<file path="src/rtl/dmem_arbiter.sv">
// dmem_arbiter: round-robin sharing of the single DMEM port between a CPU
// requester (A) and a DMA/debug requester (B). Each granted access runs
// IDLE -> ACCESS -> RESP, so at most one access completes every three cycles.
//
// Handshake: a requester raises req with we/address/wdata valid and holds all
// of them until it samples ack=1. The ack is a one-cycle pulse and err is
// valid alongside it. A req that is still high two cycles after the ack is
// treated as a new transaction.
`timescale 1ns/1ps

module dmem_arbiter #(
    parameter int unsigned MEM_BYTES = 256,
    parameter logic [31:0] PARK_ADDR = 32'hFFFF_FFFF
) (
    input  logic        clk,
    input  logic        rst_n,
    input  logic        A_req,
    input  logic        A_we,
    input  logic [31:0] A_address,
    input  logic [31:0] A_wdata,
    output logic        A_ack,
    output logic        A_err,
    output logic [31:0] A_rdata,
    input  logic        B_req,
    input  logic        B_we,
    input  logic [31:0] B_address,
    input  logic [31:0] B_wdata,
    output logic        B_ack,
    output logic        B_err,
    output logic [31:0] B_rdata,
    output logic [31:0] DMEM_address,
    output logic [31:0] DMEM_data_in,
    output logic        DMEM_mem_write,
    output logic        DMEM_mem_read,
    input  logic [31:0] DMEM_data_out,
    output logic [1:0]  state_o
);

    // Highest byte address at which a full 4-byte word still fits.
    localparam logic [31:0] LAST_WORD = 32'(MEM_BYTES - 4);

    typedef enum logic [1:0] {
        S_IDLE   = 2'd0,
        S_ACCESS = 2'd1,
        S_RESP   = 2'd2
    } state_e;

    state_e      state_q, state_d;
    logic        last_b_q, last_b_d;   // 1 = B was granted most recently
    logic        port_q, port_d;       // 1 = current access belongs to B
    logic        we_q, we_d;
    logic [31:0] addr_q, addr_d;
    logic [31:0] wdata_q, wdata_d;
    logic        err_q, err_d;
    logic        a_ack_q, a_ack_d, b_ack_q, b_ack_d;
    logic        a_err_q, a_err_d, b_err_q, b_err_d;
    logic [31:0] a_rdata_q, a_rdata_d, b_rdata_q, b_rdata_d;
    logic [31:0] mem_addr_q, mem_addr_d;
    logic [31:0] mem_din_q, mem_din_d;
    logic        mem_we_q, mem_we_d;
    logic        mem_re_q, mem_re_d;
    logic        grant_b;

    // Next-state, arbitration, and next values of every registered output.
    always_comb begin
        state_d    = state_q;
        last_b_d   = last_b_q;
        port_d     = port_q;
        we_d       = we_q;
        addr_d     = addr_q;
        wdata_d    = wdata_q;
        err_d      = err_q;
        a_ack_d    = 1'b0;
        b_ack_d    = 1'b0;
        a_err_d    = a_err_q;
        b_err_d    = b_err_q;
        a_rdata_d  = a_rdata_q;
        b_rdata_d  = b_rdata_q;
        mem_addr_d = PARK_ADDR;
        mem_din_d  = 32'h0;
        mem_we_d   = 1'b0;
        mem_re_d   = 1'b0;
        grant_b    = 1'b0;

        case (state_q)
            S_IDLE: begin
                if (A_req || B_req) begin
                    // On a tie, serve whichever port was not served last.
                    grant_b  = B_req && (!A_req || !last_b_q);
                    port_d   = grant_b;
                    last_b_d = grant_b;
                    we_d     = grant_b ? B_we      : A_we;
                    addr_d   = grant_b ? B_address : A_address;
                    wdata_d  = grant_b ? B_wdata   : A_wdata;
                    err_d    = (addr_d > LAST_WORD);
                    state_d  = S_ACCESS;
                    // Out-of-range accesses leave the memory port parked.
                    if (!err_d) begin
                        mem_addr_d = addr_d;
                        mem_din_d  = wdata_d;
                        mem_we_d   = we_d;
                        mem_re_d   = !we_d;
                    end
                end
            end
            S_ACCESS: begin
                state_d = S_RESP;
                if (port_q) begin
                    b_ack_d = 1'b1;
                    b_err_d = err_q;
                    if (!we_q) b_rdata_d = err_q ? 32'h0 : DMEM_data_out;
                end else begin
                    a_ack_d = 1'b1;
                    a_err_d = err_q;
                    if (!we_q) a_rdata_d = err_q ? 32'h0 : DMEM_data_out;
                end
            end
            S_RESP: begin
                state_d = S_IDLE;
            end
            default: begin
                state_d = S_IDLE;
            end
        endcase
    end

    // State and output registers; reset parks the memory port at once.
    always_ff @(posedge clk or negedge rst_n) begin
        if (!rst_n) begin
            state_q    <= S_IDLE;
            last_b_q   <= 1'b1;
            port_q     <= 1'b0;
            we_q       <= 1'b0;
            addr_q     <= 32'h0;
            wdata_q    <= 32'h0;
            err_q      <= 1'b0;
            a_ack_q    <= 1'b0;
            b_ack_q    <= 1'b0;
            a_err_q    <= 1'b0;
            b_err_q    <= 1'b0;
            a_rdata_q  <= 32'h0;
            b_rdata_q  <= 32'h0;
            mem_addr_q <= PARK_ADDR;
            mem_din_q  <= 32'h0;
            mem_we_q   <= 1'b0;
            mem_re_q   <= 1'b0;
        end else begin
            state_q    <= state_d;
            last_b_q   <= last_b_d;
            port_q     <= port_d;
            we_q       <= we_d;
            addr_q     <= addr_d;
            wdata_q    <= wdata_d;
            err_q      <= err_d;
            a_ack_q    <= a_ack_d;
            b_ack_q    <= b_ack_d;
            a_err_q    <= a_err_d;
            b_err_q    <= b_err_d;
            a_rdata_q  <= a_rdata_d;
            b_rdata_q  <= b_rdata_d;
            mem_addr_q <= mem_addr_d;
            mem_din_q  <= mem_din_d;
            mem_we_q   <= mem_we_d;
            mem_re_q   <= mem_re_d;
        end
    end

    assign A_ack          = a_ack_q;
    assign A_err          = a_err_q;
    assign A_rdata        = a_rdata_q;
    assign B_ack          = b_ack_q;
    assign B_err          = b_err_q;
    assign B_rdata        = b_rdata_q;
    assign DMEM_address   = mem_addr_q;
    assign DMEM_data_in   = mem_din_q;
    assign DMEM_mem_write = mem_we_q;
    assign DMEM_mem_read  = mem_re_q;
    assign state_o        = state_q;

endmodule

</file>
<file path="config.mk">
export PLATFORM = sky130hd
export DESIGN_NAME = dmem_arbiter
export DESIGN_NICKNAME = d
export VERILOG_FILES = /design/src/rtl/dmem_arbiter.sv
export SDC_FILE = /design/constraint.sdc
export NUM_CORES = 1
export LEC_CHECK = 0
export BUFFER_PORTS_ARGS = -buffer_cell sky130_fd_sc_hd__buf_2
export CELL_PAD_IN_SITES_DETAIL_PLACEMENT = 1
export CELL_PAD_IN_SITES_GLOBAL_PLACEMENT = 1
export CORE_MARGIN = 2
export CORE_UTILIZATION = 36
export DETAILED_ROUTE_END_ITERATION = 6
export PLACE_DENSITY = 0.87
export RECOVER_POWER = 100
export SKIP_LAST_GASP = 1
export SLEW_MARGIN = 10
export SYNTH_ARGS = -nofsm -noshare
export SYNTH_HDL_FRONTEND = slang
export SYNTH_SLANG_ARGS = --single-unit
</file>
<file path="constraint.sdc">
create_clock -name clk -period 2.8 [get_ports clk]
set_input_delay 0.14 -clock clk [delete_from_list [all_inputs] [get_ports clk]]
set_output_delay 0.14 -clock clk [all_outputs]
set_load 0.05 [all_outputs]
</file>
After elaboration in Yosys (flattened, before gate mapping)
Index checks and enable logic that the tools add are counted.
Word-level totals
  flip-flop bits (word level): 140
  latch bits: 0
  bits in writable memories: 0
  ROM bits: 0
  input port bits: 166
  output and inout port bits: 136
  logic and storage cells: 54
  memories kept: 0
Cells by class
  add/sub/neg operators: 0
  multiply operators: 0
  div/mod/pow operators: 0
  order comparisons: 1
  equality and inequality tests: 2
  shifts and indexed selects: 0
  multiplexer cells: 22
  bitwise operators: 2
  reductions and logical operators: 12
Operators by type and width (number)
  32-bit 2-to-1 mux: 9
  32-bit by 8-bit greater-than comparator with 1-bit output, second input constant: 1
  1-bit 2-to-1 mux: 11
  2-bit AND reduction: 3
  3-bit AND reduction: 2
  2-bit case mux with 2 select lines: 1
  1-bit logical NOT: 3
  2-bit by 1-bit == test with 1-bit output, second input constant: 1
  2-bit logical NOT: 1
  1-bit logical OR: 2
  2-bit 2-to-1 mux: 1
  2-bit inequality test, second input constant: 1
  1-bit inverter: 2
  1-bit logical AND: 1

Longest topological paths before layout
Gate-level depths: netlist of run 1.
  depth in word-level cells: 8
  depth in mapped cells: 6
  mapped depth without buffers: 4

Worst setup path after synthesis of run 1
No wires, ideal clock.
  path type: register -> register
  start point: reg state_q[0] (netlist: state_o[0])
  end point: reg mem_din_q[10] (netlist: DMEM_data_in[10])
  library setup time: 0.073 ns
  arrival time: 1.984 ns
  required time: 2.727 ns
  setup slack: 0.743 ns
  cell stages (with the launch flop): 7
  path buffers: 2
  clock period less this slack: 2.057 ns
  cells stage by stage: dfrtp_1 > nor2_1 > o211ai_1 > or4_1 > buf_2 > buf_2 > a21oi_2
Between the ends
  word-level cells in the longest chain between the ends: 2
RTL lines
  start: declaration: line 48  | state_e state_q, state_d;
  start signal: assignment: line 148  | state_q <= state_d;
  2-bit logical NOT: line 85  | case (state_q)
  32-bit 2-to-1 mux: line 85
  named net mem_din_d[10]: line 59  | logic [31:0] mem_din_q, mem_din_d;
  end signal: assignment: line 162  | mem_din_q <= mem_din_d;
  end: declaration: line 59
The timed path passes the listed nets, and every way through them passes these cells.
A chain may end at the register's enable or synchronous reset.

Final worst setup path of run 1
  start point: in A_req
  end point: reg mem_din_q[27] (netlist: DMEM_data_in[27])
Between the ends
  word-level cells in the longest chain between the ends: 8
  elaborated cells between the ends (all ways): 10
  classes of those cells: order compare: 1; mux: 5; reduce/logical: 4
RTL lines
  start: declaration: line 17  | input logic A_req,
  1-bit logical NOT: line 89  | grant_b = B_req && (!A_req || !last_b_q);
  1-bit logical OR: line 89
  1-bit logical AND: line 89
  32-bit 2-to-1 mux: line 93  | addr_d = grant_b ? B_address : A_address;
  32-bit by 8-bit greater-than comparator with 1-bit output: line 95  | err_d = (addr_d > LAST_WORD);
  32-bit 2-to-1 mux: line 98  | if (!err_d) begin
  32-bit 2-to-1 mux *: line 87  | if (A_req || B_req) begin
  32-bit 2-to-1 mux *: line 85
  named net mem_din_d[27]: line 59
Mark *: on every way through the listed nets, which the timed path passes. The rest lies on a longest branch.

==> impl_results.md, run 1 <==
- Iter 0 DRT Violations: 248
- Leak Pwr: 3.60 nW
- First-pass GRT wire length: around 28000 um
- CP Class: input pin to register
- Wirelength, routed: 18700 um
- Layout cells sized above 1: 0.297
- Seq pwr share: 0.355
- Final setup vio count: 0
- Vias per inst: 4.74
- Multi-input gate area: between 1500 and 2000 um^2
- Fill count: 1842
- Final Hold Vio Count: 0
- NetSw: 3.57 mW
- Placed cell area: 7330 um^2
- R2r worst-path depth: 5
- Setup TNS: 0 ns
- Arrival @ worst endpoint: between 2 and 3 ns
- Hold Startpoint: DMEM_data_out[17]
- Final worst-path cycle share: 0.852
- Syn nets: 658
- Netlist cell types: 31
- Clock Skew: 0.00726 ns
- Max-cap check violation count: 0
- Leading area contributor after synthesis: dfrtp_1
- Largest net degree at the start of global routing: 65
- Min Tclk post-route: 2.39 ns
- Power Total: roughly 7.8 mW
- Layout area overhead: 41.2%
- Final HPWL DP: between 10000 and 15000 um
- Post-route ant nets: 0
- Final Max Tran Viols: 0
- Share of total power in combinational logic: 0.383
- Slew of the pin with the lowest slew margin: about 1.4 ns
- Post-synthesis cell count: 492
- CP Max Fanout: 41
- Compound-Gate Fraction of Synth Area: 0.129
- Number of nets in the layout: 989
- Hold EP: B_rdata[17]
- Vias in the first global route: 5338
- CP Data Required Time: 3.09 ns
- Simple-Gate Fraction of Synth Area: 0.132
- Synth area leaders: dfrtp_1, dfstp_2, mux2i_1
- Mapped Area: 5630 um^2
- WHS Path Cells: 3
- Share of the synthesized area in the top cell type: 0.476
- Non-Filler Instances: about 1.0k
- Startpoint Class: input pin
- Largest family of logic cells by synthesized area: simple AND/OR/NAND/NOR gates
- Internal power: 4.26 mW
- Max Freq: 0.419 GHz
- FF-to-FF setup slack: 0.51 ns
- Clk slew on worst S/H paths: 0.06 ns
- Post-Synth XOR/XNOR Area: 0
- H-tree depth: 4
- Die Span Y: 129 um
- Clock Sinks: 140
- Syn Area/Cell: 11.4 um^2
- Num rows: 45
- Starting density of the core: 0.369
- Pre-CTS setup slack: between 0.6 and 0.7 ns
- Chip Width: 129 um
- Finished Core Util: 0.521
- DR WL/cell: 17.9 um
- Core footprint: roughly 15000 um^2
- PortBufs: 301
- Final worst slack: about 0.41 ns
- Adder-Cell Fraction of Synth Area: 0
- Synth Warn #: 0
- Placed insts: 976
- Pwr Density: 985 nW/um^2
- Detailed-route via count: between 4k and 5k
- Slew headroom: 0.0956
- Switch share: 0.456
- DR DRC count: 0
- Placer congestion estimate: 0.818
- 1st-pass router iterations: 4
- Register area: 3540 um^2
- Clk root buf: clkbuf_16
- Top-Level Pins: between 300 and 400
- ANT cells: 0
- Reg2reg start: last_b_q
- Portion of netlist area occupied by mux cells: 0.0769
- Flop and latch count out of synthesis: 140
- Initial antenna violation count: 0
- Clk_lat worst skew: ~0.42 ns
- CTS buffer count: 17
- Total GRT Usage: 0.224
- Total global routing overflow: 0
- Worst setup EP type: register
- Hold Crit Class: input pin to register
- WHS: 0.0126 ns
- Status: finished clean
- Design area: 7950 um^2
- CTS tree: yes
- Die Area: 16600 um^2
- Clk buf depth: 2
- Peak VDD IR: 0.460 mV
- Capturing point of the worst reg2reg path: DMEM_data_in[27]
- RSZ-0062 raised after global routing: no
- Clock power frac: 0.262
- Post-synthesis sequential area ratio: 0.630
[worst max-delay path, stage by stage]
cell and delay (ns):
dlygate4sd3_1 0.56, clkbuf_1 0.17, a21boi_0 0.25, buf_4 0.61, mux2i_1 0.28, dlygate4sd3_1 0.59
a21oi_1 0.05
[state kept, by name, summed over array words and instances, names as in the netlist, 2 cells and up]
signal / cells
A_rdata: 32
DMEM_data_in: 32
DMEM_address: 32
state_o: 2
B_rdata: 32
[worst max-delay path by stage]
stage,startpoint,to,slack (ns),cells past startpoint
3_5_place_dp,state_o[0],DMEM_mem_write,0.64,5
4_1_cts,A_req,DMEM_data_in[28],0.59,7
6_report,A_req,DMEM_data_in[27],0.41,7
3_3_place_gp,state_o[0],DMEM_mem_read,0.69,5
2_1_floorplan,state_o[0],DMEM_data_in[10],0.74,6
5_1_grt,rst_n,DMEM_data_in[20],0.23,3
[layout make-up]
| class | instances | area share |
|---|---|---|
| flip-flops and latches | 140 | 0.446 |
| inverters | 4 | 0.00189 |
| repair buffers | 347 | 0.223 |
| well taps | 211 | 0.0332 |
| clock inverters | 13 | 0.0112 |
| multi-input cells | 313 | 0.227 |
| clock buffers | 19 | 0.0572 |
[power groups by stage]
| stage | sequential, mW | combinational (mW) | clock [mW] |
|---|---|---|---|
| 2_1_floorplan | 4.38 | 0.595 | 0 |
| 3_3_place_gp | 2.76 | 3.03 | 0 |
| 4_1_cts | 2.77 | 3.15 | 2.10 |
| 6_report | 2.78 | 3.00 | 2.05 |
| 3_5_place_dp | 2.79 | 3.08 | 0 |
| 5_1_grt | 2.84 | 3.18 | 2.19 |
[Yosys cell counts]
cell type / number
a21boi_0: 1
a21boi_1: 1
a21oi_1: 5
a21oi_2: 30
a31oi_1: 1
buf_1: 2
buf_2: 6
buf_4: 2
buf_6: 3
clkbuf_1: 22
dfrtp_1: 107
dfstp_2: 33
inv_1: 4
mux2_2: 2
mux2i_1: 41
nand2_1: 66
nand2b_1: 33
nand3b_1: 1
nand4_1: 4
nor2_1: 30
nor3_1: 1
nor4_1: 13
nor4_2: 1
o211ai_1: 3
o211ai_4: 1
o21a_1: 1
o21ai_0: 73
or2_1: 1
or3_1: 1
or4_1: 1
or4_4: 2
[cells in the final DEF (no fill, tap or decap), drive strengths merged, types with 2 or more instances in the layout]
master and n:
or4 3, nand2b 33, clkbuf 160, nor2 30, inv 8, nand2 66
buf 167, clkinv 8, mux2 2, o21ai 73, nor4 14, a21oi 35
dlygate4sd3 39, nand4 4, dfstp 33, o211ai 4, dfrtp 107, mux2i 41
a21boi 2
[metal layers]
layer | wire length [um] | track usage
met3 | 1290 | 0.0656
met1 | 6890 | 0.237
met5 | 0 | 0
met4 | 517 | 0.0927
met2 | 10000 | 0.417
[cell families (layout without fill, tap and decap cells)]
family / count (synthesis) / after routing
buf+inv: 39 / 383
flops: 140 / 140
simple gates: 154 / 154
compound gates: 116 / 116
mux: 43 / 43
[timing repair]
action | 4_1_cts | 5_1_grt
endpoints found under the hold margin | 85 | 0
hold buffers | 39 | 0
endpoints found under the setup margin | 0 | 0
resized for setup | 0 | 0
buffers inserted | 0 | 0
(Power assumes the default switching activity.)
==> run 2: changes to the inputs <==
--- a/config.mk
+++ b/config.mk
@@ -9,9 +9,9 @@
 export CELL_PAD_IN_SITES_DETAIL_PLACEMENT = 1
 export CELL_PAD_IN_SITES_GLOBAL_PLACEMENT = 1
 export CORE_MARGIN = 2
-export CORE_UTILIZATION = 36
+export CORE_UTILIZATION = 33
 export DETAILED_ROUTE_END_ITERATION = 6
-export PLACE_DENSITY = 0.87
+export PLACE_DENSITY = 0.81
 export RECOVER_POWER = 100
 export SKIP_LAST_GASP = 1
 export SLEW_MARGIN = 10
==> constraint.sdc (replaced) <==
create_clock -name clk -period 2.7 [get_ports clk]
set_input_delay 0.135 -clock clk [delete_from_list [all_inputs] [get_ports clk]]
set_output_delay 0.135 -clock clk [all_outputs]
set_load 0.05 [all_outputs]
==> impl_results.md, run 2 (same netlist as run 1, synthesis figures left out) <==
- Post-CTS resize count: 0 (unchanged)
- Clk_lat worst skew: 0.42 ns (about the same)
- Final Hold Vio Count: 0 (unchanged)
- Slew of the pin with the lowest slew margin: 1.25 ns (-0.103 ns)
- Max Freq: ~0.40 GHz
- CP Class: register to register
- Total GRT Usage: 0.210 (-0.0146)
- Iter 0 DRT Violations: 109 (-56%)
- Clock Skew: 0.00528 ns (-0.00197 ns)
- Crit-path cells: a21boi_0, buf_4, mux2i_1, dlygate4sd3_1, a21oi_1
- Post-route ant nets: 0 (unchanged)
- Vias in the first global route: 5560 (+4.2%)
- CP Max Fanout: 41 (unchanged)
- Startpoint Class: register
- Slew headroom: 0.164 (+0.0685)
- Chip Width: 135 um (+4.3%)
- WHS: 0.00741 ns (-0.00517 ns)
- Detailed-route via count: 5110 (+2.9%)
- Num rows: 47 (+4.4%)
- Wirelength, routed: 19100 um (+2.1%)
- Final worst-path cycle share: 0.917
- Post-CTS Setup Bufs: 0 (unchanged)
- Core footprint: 16600 um^2 (+9.1%)
- Die Span Y: 135 um (+4.3%)
- Placer congestion estimate: 0.797 (-2.6%)
- Design area: 8340 um^2 (+5.0%)
- Total global routing overflow: 0 (unchanged)
- Top-Level Pins: 302 (unchanged)
- Setup TNS: 0 ns (unchanged)
- RSZ-0062 raised after global routing: no
- ANT cells: 0 (unchanged)
- Leak Pwr: 3.76 nW (+4.6%)
- CTS tree: yes
- Most frequent cells in the layout: buf_2, clkbuf_1, dfrtp_1, o21ai_0, dlygate4sd3_1
- Hold Crit Class: input pin to register
- Max Used Layer: met4
- Clock Sinks: 140 (unchanged)
- CTS buffer count: 17 (unchanged)
- CP Data Required Time: 2.98 ns (-0.11 ns)
- 1st-pass router iterations: 4 (unchanged)
- Worst setup EP type: register
- Post-Route M1 WL: 7000 um (+1.5%)
- First-pass GRT wire length: 28900 um (+2.5%)
- Pwr Density: 999 nW/um^2 (+1.4%)
- Clk root buf: clkbuf_16
- Final Max Tran Viols: 0 (unchanged)
- H-tree depth: 4 (unchanged)
- Status: finished clean
- Max-cap check violation count: 0 (unchanged)
- Clk slew on worst S/H paths: 0.06 ns (about the same)
- Most common cell after layout, fill and taps aside: buf_2
- Largest net degree at the start of global routing: 65 (unchanged)
- CP max stage delay: 0.62 ns (about the same)
- FF-to-FF setup slack: 0.22 ns (-0.29 ns)
- Final setup vio count: 0 (unchanged)
- Placed cell area: 7350 um^2 (+0.26%)
- WL met3: 1020 um (-21%)
- DR DRC count: 0 (unchanged)
- Min Tclk post-route: 2.48 ns
- WL met2: 10300 um (+2.4%)
- Clk buf depth: 2 (unchanged)
- CP max-delay cell: buf_4
- Vias per inst: 4.69 (-1.0%)
- Arrival @ worst endpoint: 2.75 ns (+0.08 ns)
- Number of nets in the layout: 1022 (+3.3%)
- Peak VDD IR: 0.635 mV (+38%)
- Hold_buf cts: 71 (+82%)
- DR WL/cell: 17.6 um (-1.8%)
- PortBufs: 301 (unchanged)
- Die Area: 18100 um^2 (+8.8%)
- Layout cells sized above 1: 0.285 (-0.0113)
- Starting density of the core: 0.338 (-0.0307)
- Final HPWL DP: 13000 um (+1.2%)
- Layout area overhead: 48.2%
- Initial antenna violation count: 0 (unchanged)
==> run 2: changes by cell type in the layout (fill, tap and decap cells not counted), sizes merged <==
cell	previous run	this run
buf	167	169
clkinvlp	1	0
bufinv	0	1
clkbuf	160	158
dlygate4sd3	39	71
clkinv	8	4
inv	8	13
==> run 2: critical path, delay by kind of cell, from the launching register on <==
family	cells	cell delay, ns
buffers and inverters	2	1.23
DFF	1	0.39
muxes	1	0.35
AOI/OAI and AO/OA	2	0.32
==> run 2: path summary, 6_finish.rpt <==
check	cells after the start	endpoint	from
worst max-delay path	5	DMEM_data_in[17]	last_b_q
worst min-delay path	3	A_rdata[20]	DMEM_data_out[20]
worst max register to register	5	DMEM_data_in[17]	last_b_q
worst min register to register	2	A_rdata[11]	A_rdata[11]
max in group asynchronous	3	DMEM_data_in[20]	rst_n
min in group asynchronous	2	B_rdata[19]	rst_n
==> run 2: final cells by class <==
type | count | area (um^2)
Timing Repair Buffer | 380 | 2110
Tap cell | 220 | 275
Multi-Input combinational cell | 313 | 1800
Inverter | 4 | 15.0
Fill cell | 1970 | 8300
Clock buffer | 18 | 450
Sequential cell | 140 | 3540
Clock inverter | 14 | 145
==> run 2: metrics by stage <==
step	power (mW)	cells	util	setup WS, ns
detailed placement	6.09	986	0.442	0.508
floorplan	5.16	492	-	0.643
finish	8.33	1089	0.501	0.225
global placement	6.00	986	0.442	0.577
CTS	8.57	1089	0.520	0.489
global route	8.76	1089	0.501	0.166
==> run 2: where the power goes <==
part           internal, mW  switching [mW]  leakage, nW
clock                  1.36           0.968        0.297
sequential             2.60           0.280         1.78
combinational         0.631            2.50         1.69
==> run 2: metal layers <==
metal,GRT usage,vias to the layer above
met3,0.0488,51
met2,0.390,214
li1,-,2409
met5,0,-
met1,0.217,2436
met4,0.115,0
==> run 3: changes to the inputs <==
--- a/config.mk
+++ b/config.mk
@@ -5,13 +5,14 @@
 export SDC_FILE = /design/constraint.sdc
 export NUM_CORES = 1
 export LEC_CHECK = 0
+export ABC_AREA = 1
 export BUFFER_PORTS_ARGS = -buffer_cell sky130_fd_sc_hd__buf_2
 export CELL_PAD_IN_SITES_DETAIL_PLACEMENT = 1
 export CELL_PAD_IN_SITES_GLOBAL_PLACEMENT = 1
-export CORE_MARGIN = 2
-export CORE_UTILIZATION = 33
+export CORE_UTILIZATION = 35
+export CTS_BUF_LIST = sky130_fd_sc_hd__clkbuf_2
 export DETAILED_ROUTE_END_ITERATION = 6
-export PLACE_DENSITY = 0.81
+export PLACE_DENSITY = 0.83
 export RECOVER_POWER = 100
 export SKIP_LAST_GASP = 1
 export SLEW_MARGIN = 10
==> impl_results.md, run 3 <==
- Status: finished with violations
- Failing checks: max-capacitance violations, max-slew violations
- Worst setup EP type: register
- First-pass GRT wire length: 35000 um (+21%)
- Clk buf depth: 2 (unchanged)
- Post-route ant nets: 0 (unchanged)
- Top-Level Pins: 302 (unchanged)
- Post-synthesis sequential area ratio: 0.567 (-0.0626)
- Leak Pwr: 4.75 nW (+26%)
- Syn nets: 779 (+18%)
- DR DRC count: 0 (unchanged)
- DR WL/cell: 18.3 um (+4.1%)
- Initial antenna violation count: 4 (+4)
- FF-to-FF setup slack: 0.21 ns (-0.02 ns)
- Register area: 3540 um^2 (unchanged)
- Most common library cells after synthesis: dfrtp_1, nand2_1, nor2_1
- Vias per inst: 4.67 (-0.41%)
- Clk_lat worst skew: 0.69 ns (+0.27 ns)
- Share of the synthesized area in the top cell type: 0.429 (-0.0473)
- Layout cells sized above 1: 0.295 (+0.00981)
- Synth Warn #: 0 (unchanged)
- Slew of the pin with the lowest slew margin: 1.76 ns (+0.505 ns)
- PortBufs: 301 (unchanged)
- Critical Path Source: last_b_q
- Synth area leaders: dfrtp_1, dfstp_2, mux2_2
- CTS buffer count: 17 (unchanged)
- Count leader, synth: dfrtp_1
- Iter 0 DRT Violations: 273 (+150%)
- Post-synth ARST share: 1.00 (unchanged)
- Num rows: 48 (+2.1%)
- Setup TNS: 0 ns (unchanged)
- R2r worst-path depth: 10 (+5)
- Arrival @ worst endpoint: 3.06 ns (+0.31 ns)
- Final Hold Vio Count: 0 (unchanged)
- CP Class: register to register
- Pre-CTS setup slack: 0.205 ns (-0.303 ns)
- Core footprint: 17400 um^2 (+4.3%)
- RSZ-0062 raised after global routing: no
- 1st-pass router iterations: 4 (unchanged)
- Leading area contributor after synthesis: dfrtp_1
- Post-synthesis cell count: 613 (+25%)
- Multi-input gate area: 2260 um^2 (+25%)
- Number of nets in the layout: 1193 (+17%)
- Total GRT Usage: 0.253 (+0.0433)
- Slew headroom: -0.173 (-0.337)
- Final Max Tran Viols: 42 (+42)
- CP Max Fanout: 35 (-15%)
- Peak VDD IR: 0.572 mV (-10%)
- Starting density of the core: 0.360 (+0.0218)
- Max-cap check violation count: 1 (+1)
- Primary FF master, synth: dfrtp_1
- Clk root buf: clkbuf_2
- Most common cell after layout, fill and taps aside: buf_2
- Detailed-route via count: 5935 (+16%)
- Netlist cell types: 21 (-32%)
- WHS Path Cells: 11 (+8)
- Most frequent cells in the layout: buf_2, clkbuf_1, dlygate4sd3_1, dfrtp_1, nand2_1
- Count of flip-flops with a built-in enable after synthesis: 0 (unchanged)
- WHS: 0.0855 ns (+0.0781 ns)
- Largest net degree at the start of global routing: 100 (+54%)
- Clk slew on worst S/H paths: 0.22 ns (+0.16 ns)
- Final HPWL DP: 14000 um (+7.6%)
- CP Data Required Time: 3.27 ns (+0.29 ns)
- Clock Skew: 0.0394 ns (+0.0341 ns)
- Max Freq: 0.401 GHz (-0.66%)
- Mapped Area: 6250 um^2 (+11%)
- Flop and latch count out of synthesis: 140 (unchanged)
- Placer congestion estimate: 0.821 (+3.0%)
- Hold Crit Class: input pin to register
- Final setup vio count: 0 (unchanged)
- Die Area: 18400 um^2 (+1.5%)
- Min Tclk post-route: 2.49 ns (+0.0165 ns)
- Fill count: 2103 (+6.8%)
- CTS tree: yes
- CP endpoint: DMEM_address[4]
- Chip Width: 136 um (+0.76%)
- Vias in the first global route: 6645 (+20%)
- Clock Sinks: 140 (unchanged)
- Final worst-path cycle share: 0.923 (+0.00610)
- Total global routing overflow: 0 (unchanged)
- Die Span Y: 136 um (+0.76%)
- Final worst slack: 0.208 ns (-0.0165 ns)
- Capturing point of the worst reg2reg path: DMEM_address[4]
- Syn Area/Cell: 10.2 um^2 (-11%)
- Startpoint Class: register
- Wirelength, routed: 23200 um (+21%)
- Layout area overhead: 48.0%
- Pwr Density: 855 nW/um^2 (-14%)
- Reg2reg start: last_b_q
- H-tree depth: 4 (unchanged)
==> run 3: changes by cell type after synthesis, moves of 13 or more <==
cell and delta:
inv_1 +72, o21ai_0 -67, mux2_2 +62, nor2_1 +58, nand2_1 +34, nand2b_1 -33
a21oi_2 -30, nand3b_1 +28, nand3_1 +27, buf_2 +18, clkbuf_1 -13, nor4_1 -13
==> run 3: what timing repair did <==
item	in CTS	in global routing
setup buffers	0	0
hold buffers	118	0
setup endpoints to repair	0	15
endpoints found under the hold margin	218	0
resized for setup	0	1
==> run 3: per-stage QoR <==
step,util,cells,power (mW),area (um^2)
3_3_place_gp,0.460,1115,6.43,7980
2_1_floorplan,-,613,5.52,6250
3_5_place_dp,0.460,1115,6.55,7980
6_report,0.533,1270,7.91,9250
4_1_cts,0.543,1265,8.04,9430
5_1_grt,0.533,1269,8.31,9240
==> run 3: worst min path at each step <==
stage | slack, ns | end | start
4_1_cts | 0.01 | err_q | A_address[15]
6_report | 0.09 | err_q | A_address[15]
3_5_place_dp | 0.07 | A_rdata[29] | rst_n
5_1_grt | 0.07 | port_q | B_req
3_3_place_gp | 0.07 | A_rdata[6] | rst_n
2_1_floorplan | -0.16 | A_ack | rst_n
==> run 3: power by group <==
group / switching, mW / internal (mW)
Combinational: 2.69 / 1.03
Clock: 0.812 / 0.525
Sequential: 0.278 / 2.57
Total: 3.78 / 4.12
==> run 3: cell type report <==
cell class | count | area share
well taps | 225 | 0.0304
flip-flops and latches | 140 | 0.383
inverters | 76 | 0.0309
clock inverters | 14 | 0.0183
diodes | 5 | 0.00135
repair buffers | 431 | 0.282
clock buffers | 18 | 0.00974
multi-input cells | 361 | 0.244
==> run 3: logic make-up (layout without fill, tap and decap cells) <==
family          Yosys count  after routing  share of synthesized area
compound gates            7              7                    0.00561
buf+inv                 112            539                     0.0745
flops                   140            140                      0.567
mux                      96             96                      0.167
other cells               0              5                          0
simple gates            258            258                      0.186
==> run 3: routing by layer <==
| layer | track usage | part of all wire |
|---|---|---|
| met5 | 0 | 0 |
| met4 | 0.122 | 0.035 |
| met3 | 0.0617 | 0.058 |
| met2 | 0.464 | 0.53 |
| met1 | 0.269 | 0.38 |
==> run 3: critical path, stage by stage, from the launching register on <==
cell	delay [ns]
dfstp_1	0.60
nand2_2	0.09
nand2_4	0.28
nand2_1	0.12
nand2_1	0.08
nand2_1	0.06
nor2_1	0.18
nand2_1	0.12
nor2_4	0.12
clkbuf_2	0.52
nand4_1	0.22
